===== src/rtl/if_fetch_unit.sv =====
// Instruction-fetch front end and IF/ID pipeline register.
// Fetches over a single-outstanding req/ack port and keeps a one-entry skid
// buffer for words that arrive while decode stalls. When no instruction is
// ready it inserts NOP bubbles. Branch redirects are applied once the
// delay-slot word is in hand.
module if_fetch_unit #(
    parameter logic [31:0] RESET_PC = 32'h0000_0000,
    parameter logic [31:0] NOP_INST = 32'h0000_0000
) (
    input  logic        clk,
    input  logic        rst,
    input  logic        stall_i,
    input  logic        branch_flag_i,
    input  logic [31:0] branch_target_address_i,
    input  logic        next_inst_in_delayslot_i,
    output logic        imem_req_o,
    output logic [31:0] imem_addr_o,
    input  logic        imem_ack_i,
    input  logic [31:0] imem_rdata_i,
    output logic [31:0] pc_o,
    output logic [31:0] inst_o,
    output logic        is_in_delayslot_o
);

    typedef enum logic {IDLE, FETCH} state_e;

    state_e      state_q, state_d;
    logic [31:0] pc_q, pc_d;
    logic        hold_valid_q, hold_valid_d;
    logic [31:0] hold_inst_q, hold_inst_d;
    logic [31:0] hold_pc_q, hold_pc_d;
    logic        ifid_valid_q, ifid_valid_d;
    logic        ds_pending_q, ds_pending_d;
    logic        redir_pending_q, redir_pending_d;
    logic [31:0] redir_target_q, redir_target_d;
    logic [31:0] pc_out_q, pc_out_d;
    logic [31:0] inst_out_q, inst_out_d;
    logic        ds_out_q, ds_out_d;

    logic ack;
    logic br_acc;
    logic word_avail;
    logic ds_eff;

    // Request is suppressed while a skid word is parked and in the reset cycle
    assign imem_req_o  = (state_q == FETCH) & ~hold_valid_q & ~rst;
    assign imem_addr_o = pc_q;
    assign ack         = imem_ack_i & imem_req_o;
    assign br_acc      = branch_flag_i & ifid_valid_q & ~stall_i;
    // Delay-slot word is either parked in the skid buffer or arriving now
    assign word_avail  = hold_valid_q | ack;
    // A branch accepted this cycle marks the word loaded alongside it
    assign ds_eff      = br_acc ? next_inst_in_delayslot_i : ds_pending_q;

    assign pc_o              = pc_out_q;
    assign inst_o            = inst_out_q;
    assign is_in_delayslot_o = ds_out_q;

    // Next-state: fetch pointer, skid buffer, IF/ID load and redirect tracking
    always_comb begin
        state_d         = FETCH;
        pc_d            = pc_q;
        hold_valid_d    = hold_valid_q;
        hold_inst_d     = hold_inst_q;
        hold_pc_d       = hold_pc_q;
        ifid_valid_d    = ifid_valid_q;
        ds_pending_d    = ds_pending_q;
        redir_pending_d = redir_pending_q;
        redir_target_d  = redir_target_q;
        pc_out_d        = pc_out_q;
        inst_out_d      = inst_out_q;
        ds_out_d        = ds_out_q;

        if (ack) begin
            pc_d            = redir_pending_q ? redir_target_q : pc_q + 32'd4;
            redir_pending_d = 1'b0;
        end

        if (stall_i) begin
            if (ack) begin
                hold_valid_d = 1'b1;
                hold_inst_d  = imem_rdata_i;
                hold_pc_d    = pc_q;
            end
        end else begin
            if (word_avail) begin
                pc_out_d     = hold_valid_q ? hold_pc_q : pc_q;
                inst_out_d   = hold_valid_q ? hold_inst_q : imem_rdata_i;
                ds_out_d     = ds_eff;
                ifid_valid_d = 1'b1;
                ds_pending_d = 1'b0;
                hold_valid_d = 1'b0;
            end else begin
                inst_out_d   = NOP_INST;
                ds_out_d     = 1'b0;
                ifid_valid_d = 1'b0;
                ds_pending_d = ds_eff;
            end
            if (br_acc) begin
                if (word_avail) begin
                    pc_d = branch_target_address_i;
                end else begin
                    redir_pending_d = 1'b1;
                    redir_target_d  = branch_target_address_i;
                end
            end
        end
    end

    // State registers with synchronous reset
    always_ff @(posedge clk) begin
        if (rst) begin
            state_q         <= IDLE;
            pc_q            <= RESET_PC;
            hold_valid_q    <= 1'b0;
            hold_inst_q     <= NOP_INST;
            hold_pc_q       <= 32'h0;
            ifid_valid_q    <= 1'b0;
            ds_pending_q    <= 1'b0;
            redir_pending_q <= 1'b0;
            redir_target_q  <= 32'h0;
            pc_out_q        <= 32'h0;
            inst_out_q      <= NOP_INST;
            ds_out_q        <= 1'b0;
        end else begin
            state_q         <= state_d;
            pc_q            <= pc_d;
            hold_valid_q    <= hold_valid_d;
            hold_inst_q     <= hold_inst_d;
            hold_pc_q       <= hold_pc_d;
            ifid_valid_q    <= ifid_valid_d;
            ds_pending_q    <= ds_pending_d;
            redir_pending_q <= redir_pending_d;
            redir_target_q  <= redir_target_d;
            pc_out_q        <= pc_out_d;
            inst_out_q      <= inst_out_d;
            ds_out_q        <= ds_out_d;
        end
    end

endmodule


===== config.mk =====
export PLATFORM = sky130hd
export DESIGN_NAME = if_fetch_unit
export DESIGN_NICKNAME = d
export VERILOG_FILES = /design/src/rtl/if_fetch_unit.sv
export SDC_FILE = /design/constraint.sdc
export NUM_CORES = 1
export LEC_CHECK = 0
export ABC_AREA = 0
export ABC_CLOCK_PERIOD_IN_PS = 5500
export CORE_ASPECT_RATIO = 0.8
export CORE_MARGIN = 8
export CORE_UTILIZATION = 56
export DETAILED_ROUTE_END_ITERATION = 7
export PLACE_DENSITY = 0.86
export SYNTH_ARGS = -nofsm -noshare
export SYNTH_HDL_FRONTEND = slang
export SYNTH_SLANG_ARGS = --single-unit

===== constraint.sdc =====
create_clock -name clk -period 5.5 [get_ports clk]
set_input_delay 1.1 -clock clk [delete_from_list [all_inputs] [get_ports clk]]
set_output_delay 1.1 -clock clk [all_outputs]
set_load 0.02 [all_outputs]

* Word level (Yosys, flattened, before mapping)
Index checks and enable logic that the tools add are counted.
** Word-level totals
- Input bits :: 70
- Logic and storage cells :: 49
- Register bits :: 198
** Cells by class
- Bitwise operators :: 10
- Mux-type cells :: 20
- Reduce and logical (&&, ||, !) cells :: 5
- Equal/unequal tests :: 1
- $add $sub $neg :: 1
** Operators with widths (number)
- 32-bit two-way mux :: 8
- 32-bit by 3-bit adder with 32-bit output, second input constant :: 1
- 1-bit two-way mux :: 12
- 2-bit AND reduction :: 3
- 1-bit bitwise AND :: 5
- 1-bit inverter :: 4
- 3-bit AND reduction :: 1
- 2-bit by 1-bit != test with 1-bit output, second input constant :: 1
- 2-bit nonzero test :: 1
- 1-bit OR :: 1

* Logic depth before layout (Yosys ltp)
- Depth after elaboration :: 8
- Depth in mapped cells :: 8

* Least setup slack after synthesis
No wires, ideal clock.
- Kind :: input-to-output
- Start :: input rst
- End :: output imem_req_o
- Path buffers :: 2
- Stages :: 3
- Required time :: 4.400 ns
- Arrival time :: 2.022 ns
- Setup slack :: 2.378 ns
- Cell sequence :: clkbuf_1 -> clkbuf_1 -> nor3b_1
** On the way
- Cells in the longest elaborated chain, start to end :: 2
** RTL lines
- start, declared :: RTL line 11 : input logic rst,
- 1-bit inverter :: RTL line 46 : assign imem_req_o = (state_q == FETCH) & ~hold_valid_q & ~rst;
- 1-bit bitwise AND :: RTL line 46
- end, declared :: RTL line 16 : output logic imem_req_o,
Every way passes these cells.

* Worst setup path after layout
Same ends and word-level chain as after synthesis.

==> results.md <==
Run status:
- The flow ran to the end, and the final reports show no timing, DRC or antenna violations.

Timing:
- The sum of negative setup slack is 0 ns.
- The relative max-transition margin is 18.70%.
- The max-slew violation count is 0.
- The final critical path takes up 62.33% of the cycle.
- The actual slew at the worst max-slew pin is 1.215 ns.
- The highest attainable clock frequency is 0.2917 GHz.
- Setup repair after global routing left no endpoint under its margin.
- The minimum clock period after layout is 3.428 ns.
- Setup violations remaining at the end of the flow were counted as 0.
- The number of hold violations in the final report is 0.
- Across the routed clock network, the largest skew measured is 0.008206 ns.

Placed design:
- The weighted congestion reported at the end of routability-driven placement is 0.8522.
- The final HPWL from detailed placement is 16000 µm.
- Buffers placed on the I/O ports in this run total 167.
- The number of cells after detailed placement is 1321.

Setup path:
- STA puts the critical path data required time at 4.40 ns.
- The type of element capturing the critical path is a primary output.
- The sort of element at the start of the critical path is an input port.
- The largest fanout of any net on the critical path is 48.
- The data arrival time of the critical path is 2.33 ns.
- By startpoint and endpoint, the worst setup path is classified as in -> out.

Clock network:
- Post-CTS repair changed the size of 0 cells.
- The count of H-tree levels built during CTS is 4.
- The number of buffers created by CTS is 17.
- The CTS tree is built.
- At the later pin of the worst-skew pair, clock insertion delay measures 0.43 ns.
- The tree built by TritonCTS fans out to 198 sinks.
- The clock-pin slew reported for the worst setup and hold paths after clock tree synthesis is 0.06 ns.
- Counting along the longest clock path gives a buffer depth of 2.
- The clock tree root driver cell is sky130_fd_sc_hd__clkbuf_16.
- The total setup buffers inserted after CTS is 0.
- Buffers inserted to repair hold after CTS numbered 0.

Detailed routing:
- The count of nets left with antenna violations once routing finished came out at 0.
- The final layout contains routed wiring with a total length of 24510 µm.
- The via count of the routed design is 8062.
- Using the TritonRoute via totals, the vias-per-cell ratio works out to 5.972.
- The remaining routing DRC violations is 0.
- The first-pass detailed-route iteration total is 5.
- In the final routed layout, each cell accounts on average for 18.15 µm.
- For this block, the initial DRC count from the detailed router was 799.

Power and ir drop:
- The leakage component of the power is 3.414 nW.
- Dividing total power by cell area gives a power density of 283.6 nW/µm².
- VDD sags by at most 0.2375 mV.
- Total power for the finished layout comes to 3.048 mW.

Finish:
- For this run, the number of standard cells in the final layout without fillers is 1350.
- Fill cells in the final layout number 1141.
- The most frequent standard cell in the layout excluding fill and tap cells is sky130_fd_sc_hd__nand2_1.
- The final layout net count is 1222.
- The number of antenna repair diodes is 0.
- The library cells used most frequently in the layout, excluding fill and tap cells, are sky130_fd_sc_hd__nand2_1, sky130_fd_sc_hd__dfxtp_1, sky130_fd_sc_hd__clkdlybuf4s50_1.
- The area added between synthesis and finish is 27.57%.
- The ratio of cells with drive above 1 in the final layout is 5.426%.

Run:
- The max-capacitance violation count is 0.

Floorplan:
- Pin placement for this block handled 168 I/O pins.
- The core area is 14860 µm².
- The width of the die is 153.1 µm.
- The die is 125.7 µm tall.
- The initialized floorplan defines 40 standard-cell rows.
- The die area is 19250 µm².
- The starting density of the core is 56.67%.

Synthesis:
- The number of synthesis warnings is 0.
- The proportion of register bits with asynchronous set or reset after synthesis is 0%.
- The mapped netlist covers 8423 µm².
- Counting every net in the synthesized netlist gives 1111.
- After Yosys synthesis, and, or, nand and nor cells account for 21.26% of the synthesized area.
- Of the post-synthesis cell area, the dominant cell type holds 47.06%.
- The number of synthesized register bits is 198.
- The number of different library cells in the post-synthesis netlist is 65.
- By area the synthesized netlist is led by sky130_fd_sc_hd__dfxtp_1, sky130_fd_sc_hd__nand2_1, sky130_fd_sc_hd__mux2i_1.
- The mean instance size in the synthesized netlist is 8.099 µm².
- The synthesized netlist devotes 0% of its cell area to XOR and XNOR gates.
- The synthesized design contains 0 enable-type register cells.
- Multiplexer cells account for 7.977% of the synthesized area.
- The post-synthesis compound-gate area fraction is 19.33%.
- The sequential-to-total area share from yosys stat is 47.06%.
- By area, the combinational part of the netlist is dominated by simple AND/OR/NAND/NOR gates.
- Among all flip-flop cells after synthesis, the most frequent one is sky130_fd_sc_hd__dfxtp_1.
- Of the total synthesized cell area, the portion taken by full adders, half adders and majority gates is 0.1485%.
- The biggest area consumer among synthesized cells is sky130_fd_sc_hd__dfxtp_1.
- Counting every instance in the synthesized netlist gives 1040.

Global routing:
- The wire length of the first global-routing pass is 39370 µm.
- Global routing used 24.86% of the available tracks across all layers.
- The maximum number of pins on one net before global-route repair is 66.
- The total overflow left after global routing is 0.
- The number of antenna violations at the first check in global routing was 0.
- The number of global-route vias before repair is 7564.

Hold path:
- The worst hold-check path type is reg -> reg.
[power breakdown]
group	switching (mW)	total [mW]	leakage [nW]	internal [mW]
clock network	0.514	1.32	0.305	0.809
logic	0.128	0.241	1.51	0.113
registers	0.0242	1.48	1.60	1.46
total	0.666	3.05	3.41	2.38
[worst paths after layout]
| kind | from | endpoint | slack, ns | cells after the start |
|---|---|---|---|---|
| worst min register to register | redir_target_q[13]$_SDFFE_PP0P_ | redir_target_q[13]$_SDFFE_PP0P_ | 0.45 | 2 |
| worst max register to register | hold_valid_q$_SDFFE_PP0P_ | imem_addr_o[19]$_SDFF_PP0_ | 2.29 | 5 |
| worst min-delay path | redir_target_q[13]$_SDFFE_PP0P_ | redir_target_q[13]$_SDFFE_PP0P_ | 0.45 | 2 |
| worst max-delay path | rst | imem_req_o | 2.07 | 3 |
[area by class of cell]
cell class / count / area (µm²) / area share, %
Clock buffer: 19 / 442.9 / 4.122
Clock inverter: 10 / 178.9 / 1.665
Inverter: 4 / 15.01 / 0.1397
Multi-Input combinational cell: 750 / 4138 / 38.51
Sequential cell: 198 / 3968 / 36.92
Tap cell: 189 / 236.5 / 2.201
Timing Repair Buffer: 180 / 1767 / 16.44
[critical path, stage by stage]
cell,delay (ns)
sky130_fd_sc_hd__buf_4,0.27
sky130_fd_sc_hd__nor3b_1,0.28
sky130_fd_sc_hd__clkdlybuf4s50_1,0.68
[flip-flops by register name, indices dropped and copies added (netlist names)]
| signal | flops |
|---|---|
| pc_o | 32 |
| state_q | 1 |
| ds_pending_q | 1 |
| hold_valid_q | 1 |
| redir_pending_q | 1 |
| redir_target_q | 32 |
| hold_inst_q | 32 |
| inst_o | 32 |
| ifid_valid_q | 1 |
| is_in_delayslot_o | 1 |
| imem_addr_o | 32 |
| hold_pc_q | 32 |
[cell usage after synthesis, types with 4 or more instances]
cell type	n
sky130_fd_sc_hd__a311oi_1	7
sky130_fd_sc_hd__nand2b_1	4
sky130_fd_sc_hd__o21ai_0	56
sky130_fd_sc_hd__mux2i_1	66
sky130_fd_sc_hd__nor3_1	7
sky130_fd_sc_hd__a221oi_1	4
sky130_fd_sc_hd__and2_1	4
sky130_fd_sc_hd__dfxtp_1	198
sky130_fd_sc_hd__nand3_1	20
sky130_fd_sc_hd__and3_1	6
sky130_fd_sc_hd__nand4_1	6
sky130_fd_sc_hd__buf_1	12
sky130_fd_sc_hd__a31oi_1	5
sky130_fd_sc_hd__nor4_1	7
sky130_fd_sc_hd__clkbuf_1	72
sky130_fd_sc_hd__a211oi_1	35
sky130_fd_sc_hd__o31ai_1	5
sky130_fd_sc_hd__a22o_1	5
sky130_fd_sc_hd__nand2_1	268
sky130_fd_sc_hd__a21oi_1	115
sky130_fd_sc_hd__nor2_1	70
[metal layers]
metal	vias to the layer above	track usage, %	routed length [µm]
li1	3849	-	-
met1	3770	32.43	10650
met2	400	38.79	11050
met3	43	6.869	2203
met4	0	9.001	599
met5	-	0	0
[cell families (layout without fill, tap and decap cells)]
logic type | Yosys count | in the layout
AO/OA/AOI/OAI | 266 | 266
adder cells (fa/ha/maj) | 1 | 1
buffers and inverters | 92 | 213
flip-flops | 198 | 198
multiplexers | 67 | 67
AND/OR/NAND/NOR | 416 | 416
[metrics by stage]
stage | setup slack, ns | instance area (µm²) | utilization, % | hold WS (ns)
after floorplan | 2.378 | 8423 | - | 0.4312
after global placement | 1.899 | 10120 | 68.11 | 0.4333
after detailed placement | 1.841 | 10120 | 68.11 | 0.4412
after CTS | 2.052 | 10750 | 72.29 | 0.4521
after global routing | 2.048 | 10750 | 72.29 | 0.4707
final | 2.072 | 10750 | 72.29 | 0.4499
No activity file was read; power rests on OpenSTA's default activity.
